--- src/rtl/decoder_rr_arbiter_pkg.sv ---
// Shared definitions for the decoder round-robin arbiter.
//   SEL_W  : select width driven to the 3-to-8 decoder
//   N_REQ  : number of requesters (one per decoder output)
//   arb_state_e : arbiter FSM states
// Helpers compute the wrapped successor index and an "all except one" mask.
package decoder_arb_pkg;

  localparam int unsigned SEL_W = 3;
  localparam int unsigned N_REQ = 1 << SEL_W;

  typedef enum logic {
    IDLE  = 1'b0,
    GRANT = 1'b1
  } arb_state_e;

  // Successor index; wraps N_REQ-1 -> 0 through natural overflow.
  function automatic logic [SEL_W-1:0] next_idx(input logic [SEL_W-1:0] i);
    return i + SEL_W'(1);
  endfunction

  // Mask with every requester enabled except index i.
  function automatic logic [N_REQ-1:0] all_but(input logic [SEL_W-1:0] i);
    return ~(N_REQ'(1) << i);
  endfunction

endpackage

--- src/rtl/decoder_rr_arbiter_pick.sv ---
// Combinational round-robin picker.
// Ports:
//   req   in  N_REQ  request vector
//   mask  in  N_REQ  requesters eligible for this search
//   start in  SEL_W  first index examined; search wraps modulo N_REQ
//   found out 1      some bit of req & mask is set
//   idx   out SEL_W  first set bit of req & mask at or after start
module rr_pick
  import decoder_arb_pkg::*;
(
  input  logic [N_REQ-1:0] req,
  input  logic [N_REQ-1:0] mask,
  input  logic [SEL_W-1:0] start,
  output logic             found,
  output logic [SEL_W-1:0] idx
);

  logic [N_REQ-1:0] masked;
  logic [SEL_W-1:0] cand;

  assign masked = req & mask;

  // Linear scan from start; the SEL_W-bit add wraps the index for free.
  always_comb begin
    found = 1'b0;
    idx   = '0;
    cand  = '0;
    for (int unsigned k = 0; k < N_REQ; k++) begin
      cand = start + SEL_W'(k);
      if (!found && masked[cand]) begin
        found = 1'b1;
        idx   = cand;
      end
    end
  end

endmodule

--- src/rtl/decoder_rr_arbiter.sv ---
// Round-robin arbiter sharing one 3-to-8 decoded resource among 8 requesters.
// sel/en drive the decoder directly, so its one-hot output is the grant vector.
// Ownership is bounded to MAX_HOLD consecutive cycles; when the limit is hit
// and nobody else is waiting, the same owner is re-granted with a fresh pulse.
// Ports:
//   clk          in   rising-edge clock
//   rst          in   synchronous reset, active-high
//   req          in   level request per requester, bit k = requester k
//   sel          out  current owner index (decoder select)
//   en           out  grant active (decoder enable)
//   grant_start  out  one-cycle pulse on the first cycle of every grant
module decoder_rr_arbiter
  import decoder_arb_pkg::*;
#(
  parameter int unsigned MAX_HOLD = 4
) (
  input  logic             clk,
  input  logic             rst,
  input  logic [N_REQ-1:0] req,
  output logic [SEL_W-1:0] sel,
  output logic             en,
  output logic             grant_start
);

  localparam int unsigned          HOLD_W    = $clog2(MAX_HOLD + 1);
  localparam logic [HOLD_W-1:0]    HOLD_LAST = HOLD_W'(MAX_HOLD - 1);

  arb_state_e        state_q, state_d;
  logic [SEL_W-1:0]  sel_q,   sel_d;
  logic              en_q,    en_d;
  logic              gs_q,    gs_d;
  logic [HOLD_W-1:0] hold_q,  hold_d;
  logic [SEL_W-1:0]  last_q,  last_d;

  logic [N_REQ-1:0]  pick_mask;
  logic [SEL_W-1:0]  pick_start;
  logic              pick_found;
  logic [SEL_W-1:0]  pick_idx;
  logic              keep;

  // One picker serves both searches: from IDLE every requester is eligible
  // starting after the last owner; from GRANT the current owner is masked out
  // so the picker answers "is anyone else waiting".
  always_comb begin
    if (state_q == GRANT) begin
      pick_mask  = all_but(sel_q);
      pick_start = next_idx(sel_q);
    end else begin
      pick_mask  = '1;
      pick_start = next_idx(last_q);
    end
  end

  rr_pick u_pick (
    .req   (req),
    .mask  (pick_mask),
    .start (pick_start),
    .found (pick_found),
    .idx   (pick_idx)
  );

  assign keep = req[sel_q] && (hold_q < HOLD_LAST);

  always_comb begin
    state_d = state_q;
    sel_d   = sel_q;
    en_d    = en_q;
    gs_d    = 1'b0;
    hold_d  = hold_q;
    last_d  = last_q;
    unique case (state_q)
      IDLE: begin
        if (pick_found) begin
          state_d = GRANT;
          sel_d   = pick_idx;
          en_d    = 1'b1;
          gs_d    = 1'b1;
          hold_d  = '0;
          last_d  = pick_idx;
        end
      end
      GRANT: begin
        if (keep) begin
          hold_d = hold_q + HOLD_W'(1);
        end else if (pick_found) begin
          sel_d  = pick_idx;
          gs_d   = 1'b1;
          hold_d = '0;
          last_d = pick_idx;
        end else if (req[sel_q]) begin
          gs_d   = 1'b1;
          hold_d = '0;
        end else begin
          state_d = IDLE;
          en_d    = 1'b0;
          hold_d  = '0;
        end
      end
      default: begin
        state_d = IDLE;
        en_d    = 1'b0;
      end
    endcase
  end

  always_ff @(posedge clk) begin
    if (rst) begin
      state_q <= IDLE;
      sel_q   <= '0;
      en_q    <= 1'b0;
      gs_q    <= 1'b0;
      hold_q  <= '0;
      last_q  <= SEL_W'(N_REQ - 1);
    end else begin
      state_q <= state_d;
      sel_q   <= sel_d;
      en_q    <= en_d;
      gs_q    <= gs_d;
      hold_q  <= hold_d;
      last_q  <= last_d;
    end
  end

  assign sel         = sel_q;
  assign en          = en_q;
  assign grant_start = gs_q;

endmodule

--- config.mk ---
export PLATFORM = sky130hd
export DESIGN_NAME = decoder_rr_arbiter
export DESIGN_NICKNAME = d
export VERILOG_FILES = /design/src/rtl/decoder_rr_arbiter_pkg.sv /design/src/rtl/decoder_rr_arbiter_pick.sv /design/src/rtl/decoder_rr_arbiter.sv
export SDC_FILE = /design/constraint.sdc
export NUM_CORES = 1
export LEC_CHECK = 0
export CAP_MARGIN = 15
export CORE_UTILIZATION = 50
export DETAILED_ROUTE_END_ITERATION = 10
export PLACE_DENSITY = 0.7
export SLEW_MARGIN = 15
export SYNTH_ARGS = -nofsm -noshare
export SYNTH_HDL_FRONTEND = slang
export SYNTH_HIERARCHICAL = 1
export SYNTH_SLANG_ARGS = --single-unit
export TNS_END_PERCENT = 1
--- constraint.sdc ---
create_clock -name clk -period 5.3 [get_ports clk]
set_input_delay 1.06 -clock clk [delete_from_list [all_inputs] [get_ports clk]]
set_output_delay 1.06 -clock clk [all_outputs]
set_load 0.01 [all_outputs]
Word-level counts from Yosys, hierarchy flattened
Index checks and enable logic that the tools add are counted.

$add $sub $neg: 10. Order comparisons: 10. Eq/ne operators: 4. Shifts and indexed selects: 1. Muxes and demuxes: 57. Bitwise logic cells: 3. Reductions and logical operators: 16.

Operator list (number): $mux 3 (15); $lt 3x4->1 const B (9); $bmux 1 s3 (9); $mux 1 (26); $pmux 3 s2 (3); $add 3x1->3 const B (4); $add 3x3->3 const B (4); $and 8x8->8 (1); $logic_and 1x1->1 (8); $mux 8 (1); $ne 2x2->1 const B (4); $not 8->8 (1); $shl 1x3->8 const A (1); $logic_not 1->1 (7); $add 3x2->3 const B (2); $pmux 1 s2 (3); $reduce_and 4->1 (1); $lt 3x2->1 const B (1); $not 1->1 (1).

Register bits: 12. Bits of input ports: 10. Output and inout bits: 5. Word-level logic and storage cells: 107.

Longest topological paths before layout
Depth after elaboration: 31. Depth in mapped cells: 16. Gate-level depth less buffers: 14.

By module
Netlist, hierarchy kept.

Modules (own cells, without submodules): rr_pick (instances 1, cells each 138, area an instance 1013.5 um^2); decoder_rr_arbiter (instances 1, cells each 90, area an instance 757.0 um^2).

Least setup slack after synthesis
OpenSTA, ideal clock, no wires.

Path type: flip-flop to flip-flop. Start point: register state_q. End point: register sel_q[0] (netlist: sel[0]). Library setup time: 0.119 ns. Arrival: 3.826 ns. Slack: 1.356 ns. Cell stages (with the launch flop): 17. Path buffers: 3. Cells stage by stage: dfxtp_1 buf_1 nand2_1 a21boi_0 inv_1 ha_1 buf_2 clkinv_1 ha_1 xnor2_1 mux4_2 nor4b_4 and2b_1 nand3_1 o31a_1 buf_4 mux2i_1.

RTL lines: start, declared (RTL line decoder_rr_arbiter.sv:28) `arb_state_e state_q, state_d;`; start signal, assigned (RTL line decoder_rr_arbiter.sv:115) `state_q <= state_d;`; $mux 3 (*) (RTL line decoder_rr_arbiter.sv:45) `if (state_q == GRANT) begin`; via pick_start[0] (RTL line decoder_rr_arbiter.sv:36) `logic [SEL_W-1:0] pick_start;`; branches (longest 23 deep; another with $add 3x1->3); $mux 1 (*) (RTL line decoder_rr_arbiter_pick.sv:30) `if (!found && masked[cand]) begin`; via pick_found (RTL line decoder_rr_arbiter.sv:37) `logic pick_found;`; $mux 3 (*) (RTL line decoder_rr_arbiter.sv:73, decoder_rr_arbiter.sv:85); $mux 3 (RTL line decoder_rr_arbiter.sv:83) `if (keep) begin`; $pmux 3 s2 (*) (RTL line decoder_rr_arbiter.sv:71) `unique case (state_q)`; end signal, assigned (RTL line decoder_rr_arbiter.sv:116) `sel_q <= sel_d;`; end, declared (RTL line decoder_rr_arbiter.sv:29) `logic [SEL_W-1:0] sel_q, sel_d;`.

Mark *: on every way through the listed nets, which the timed path passes. The select of a mux whose other input is x is not followed. A chain may end at the register's enable or synchronous reset.

Final worst setup path
Start point: register state_q. End point: register hold_q[1].

RTL lines: $mux 3 (*) (RTL line decoder_rr_arbiter.sv:45); via pick_start[0] (RTL line decoder_rr_arbiter.sv:36); branches (longest 23 deep; another with $add 3x1->3); $mux 1 (*) (RTL line decoder_rr_arbiter_pick.sv:30); via pick_found (RTL line decoder_rr_arbiter.sv:37); $ne 2x2->1 (no source line) (*); end signal, assigned (RTL line decoder_rr_arbiter.sv:119) `hold_q <= hold_d;`; end, declared (RTL line decoder_rr_arbiter.sv:32) `logic [HOLD_W-1:0] hold_q, hold_d;`.

Marked as above.

==> results.rst <==
.. list-table::
   :header-rows: 1

   * - Metric
     - Value
   * - Global-route met2 utilization
     - 0.3902
   * - # clock sinks
     - 12
   * - Share of final-layout standard cells stronger than drive strength 1
     - 0.1144
   * - Top_reg_cell synth
     - dfxtp_1
   * - Number of DRC markers after the initial detailed-route iteration
     - 87
   * - Count of port buffers added during placement
     - 14
   * - Clock tree from TritonCTS
     - built
   * - Number of warnings issued by yosys
     - 6
   * - Critical path endpoint category
     - flip-flop
   * - Crit path DAT
     - 4.58 ns
   * - Delay of the slowest cell on the worst path
     - 0.62 ns
   * - Starting density of the core
     - 0.5264
   * - Placeable core region
     - ~3400 um2
   * - Busiest grt layer
     - met2
   * - Fraction of registers with async set or reset after synthesis
     - 0
   * - X dimension of the die
     - 61.51 um
   * - Area enclosed by the die boundary
     - 3783 um2
   * - Register area share after synthesis
     - 0.1357
   * - Maximum number of pins on one net before global-route repair
     - 21
   * - Antenna diode instance count
     - 0
   * - Total vias in the final route
     - 1764
   * - Clk slew on worst S/H paths
     - 0.07 ns
   * - Result of the run
     - finished clean
   * - Number of nets produced by synthesis
     - ~240
   * - Cell area reported after detailed placement
     - 1877 um2
   * - Cell breakdown of the critical path
     - inv_1 > a21boi_1 > inv_1 > ha_1 > buf_4 > clkinv_1 > ha_1 > xnor2_1 > mux4_2 > nor4b_4 > and2b_1 > nand3_1 > nor2_1 > nand2_1 > a21oi_1
   * - # Post-CTS Setup Buffers
     - 0
   * - Setup repair after global routing missed its margin
     - no
   * - Met3 usage in global routing
     - 0.04622
   * - Cell type with the highest aggregate area in the netlist
     - dfxtp_1
   * - Die Y-Extent
     - roughly 60 um
   * - Remaining global-route overflow
     - 0
   * - Count of instances resized after the clock tree is built
     - 0
   * - Number of register bits inferred by synthesis
     - 12
   * - CTS Hold Buffers Added
     - 0
   * - CP max FO
     - 20
   * - Post-Route WL
     - 4367 um
   * - Half-perimeter wire length of the detailed placement result
     - ~3600 um
   * - DRC Markers
     - 0
   * - Post-synthesis area per instance
     - 7.765 um2
   * - Clock Root Buffer
     - clkbuf_4
   * - Row count
     - 21
   * - Library cell with the highest instance count after synthesis
     - nand2_1
   * - Fin nets
     - 251
   * - Start-to-end type of the worst setup path
     - reg2reg
   * - Max Clock Skew
     - around 0.00067 ns
   * - Final setup violation count
     - 0
   * - Fin. max-slew vios
     - 0
   * - TNS Setup
     - 0 ns
   * - Antenna Nets Post-Route
     - 0
   * - Clock latency on the worst-skew pair
     - 0.27 ns
   * - EDFF count, synth
     - 0
   * - Total number of H-tree levels
     - 1
   * - Final worst path period share
     - 0.8268
   * - Cell type group with the largest total delay on the critical path
     - simple AND/OR/NAND/NOR gates
   * - Number of buffers created by CTS
     - 3
   * - Kind of start point of the critical path
     - flip-flop
   * - Detail-routed via count per cell
     - about 6.3
   * - Final design area excluding fillers
     - 1913 um2
   * - Critical-path cell with the highest stage delay
     - mux4_2
   * - Commonest cells in the synthesized netlist
     - nand2_1 (30), nor2_1 (18), nand3_1 (16)
   * - Min Clock Period, post-route
     - roughly 4.4 ns
   * - First-pass detailed-route iteration total
     - 4
   * - Syn Inst Count
     - around 230
   * - Most area-consuming cells after synthesis
     - dfxtp_1 (14%), mux4_2 (10%), mux2i_1 (6.8%), nand2_1 (6.4%), nand3_1 (4.5%)
   * - Peak Freq
     - 228.2 MHz
   * - Class of the most critical hold timing path
     - reg2reg
   * - Share of the synthesized area in the top cell type
     - 0.1357
   * - Top Ports
     - 15
   * - Hold Vio Cnt, Final
     - 0
   * - Routed WL per cell
     - 15.49 um
   * - Count of distinct cell types in the synthesized netlist
     - 56
   * - Cell area after synthesis
     - 1770 um2
   * - Layout-stage area growth over the synthesis result
     - 8.056%
   * - Met1 Track Usage GR
     - 0.3833
   * - Wire length of the first global-routing pass
     - about 7200 um
   * - Worst-case headroom to the max-slew limit
     - 0.4826
   * - Max capacitance violation total
     - 0
   * - Total routing resource utilization after global routing
     - 0.2570
   * - Antenna violations before repair
     - 0
   * - Maximum count of clock buffers along a single path
     - 2
   * - Routability cong.
     - 0.9254
   * - Required time at the endpoint of the critical path
     - 5.50 ns
   * - Slew at the pin with the worst max-slew slack
     - between 0.7 and 0.8 ns
   * - Vias in the first global route
     - approximately 1500
   * - WP buf/inv
     - 4
cell type report:
type                    count  area [um2]
clock buffers               4       36.28
fillers                   367        1450
multi-input cells         193        1379
well taps                  46       57.56
repair buffers             17       162.7
inverters                  10       37.54
flip-flops and latches     12       240.2
sequential cells by signal, summed over array words and instances, names as in the netlist:
| signal | flops |
|---|---|
| en | 1 |
| sel | 3 |
| last_q | 3 |
| hold_q | 3 |
| grant_start | 1 |
| state_q | 1 |
layer usage:
metal  vias to the layer above  part of all wire
met4                         0             0.013
met5                         -                 0
met2                        54              0.45
met3                         6             0.055
met1                       814              0.48
li1                        890                 -
per-stage QoR:
stage	cells	setup WS, ns	hold WS, ns	utilization
after floorplan	228	1.356	0.4300	-
after global placement	278	1.128	0.4468	0.5580
after detailed placement	278	0.9859	0.4515	0.5580
after CTS	282	0.9510	0.4606	0.5688
after global routing	282	0.5340	0.5090	0.5688
final	282	0.9179	0.4636	0.5688
kinds of logic (layout without fill, tap and decap cells):
| family | after synthesis | count (layout) | share of synthesized area |
|---|---|---|---|
| multiplexers | 24 | 24 | 0.1951 |
| AO/OA/AOI/OAI | 70 | 70 | 0.2728 |
| adder cells (fa/ha/maj) | 4 | 4 | 0.02827 |
| buffers and inverters | 23 | 31 | 0.08550 |
| XOR/XNOR | 4 | 4 | 0.02403 |
| flip-flops | 12 | 12 | 0.1357 |
| AND/OR/NAND/NOR | 91 | 91 | 0.2587 |
worst paths after layout:
check	from	end	slack [ns]	cells past startpoint
worst max-delay path	state_q$_SDFF_PP0_	hold_q[1]$_SDFFE_PP0P_	0.92	15
worst min register to register	hold_q[2]$_SDFFE_PP0P_	hold_q[2]$_SDFFE_PP0P_	0.46	2
worst min-delay path	hold_q[2]$_SDFFE_PP0P_	hold_q[2]$_SDFFE_PP0P_	0.46	2
worst max register to register	state_q$_SDFF_PP0_	hold_q[1]$_SDFFE_PP0P_	0.92	15
layout by cell type (no fill, tap or decap), drive strengths merged, types with 4 or more instances in the layout:
master	instances
a211oi	7
a21oi	13
and2	5
clkbuf	4
clkdlybuf4s50	14
dfxtp	12
ha	4
inv	8
mux2	4
mux2i	12
mux4	8
nand2	30
nand3	16
nor2	18
nor3	5
o211ai	4
o21ai	16
o311ai	4
tightest hold or removal path, cell delays in order (launching register included):
cell and delay, ns:
dfxtp_1 0.32, nand2_1 0.05, a21oi_1 0.05
Power is left out: the tool's default activity adds up to more than one toggle a clock period on the data nets, which glitch-free logic cannot reach.
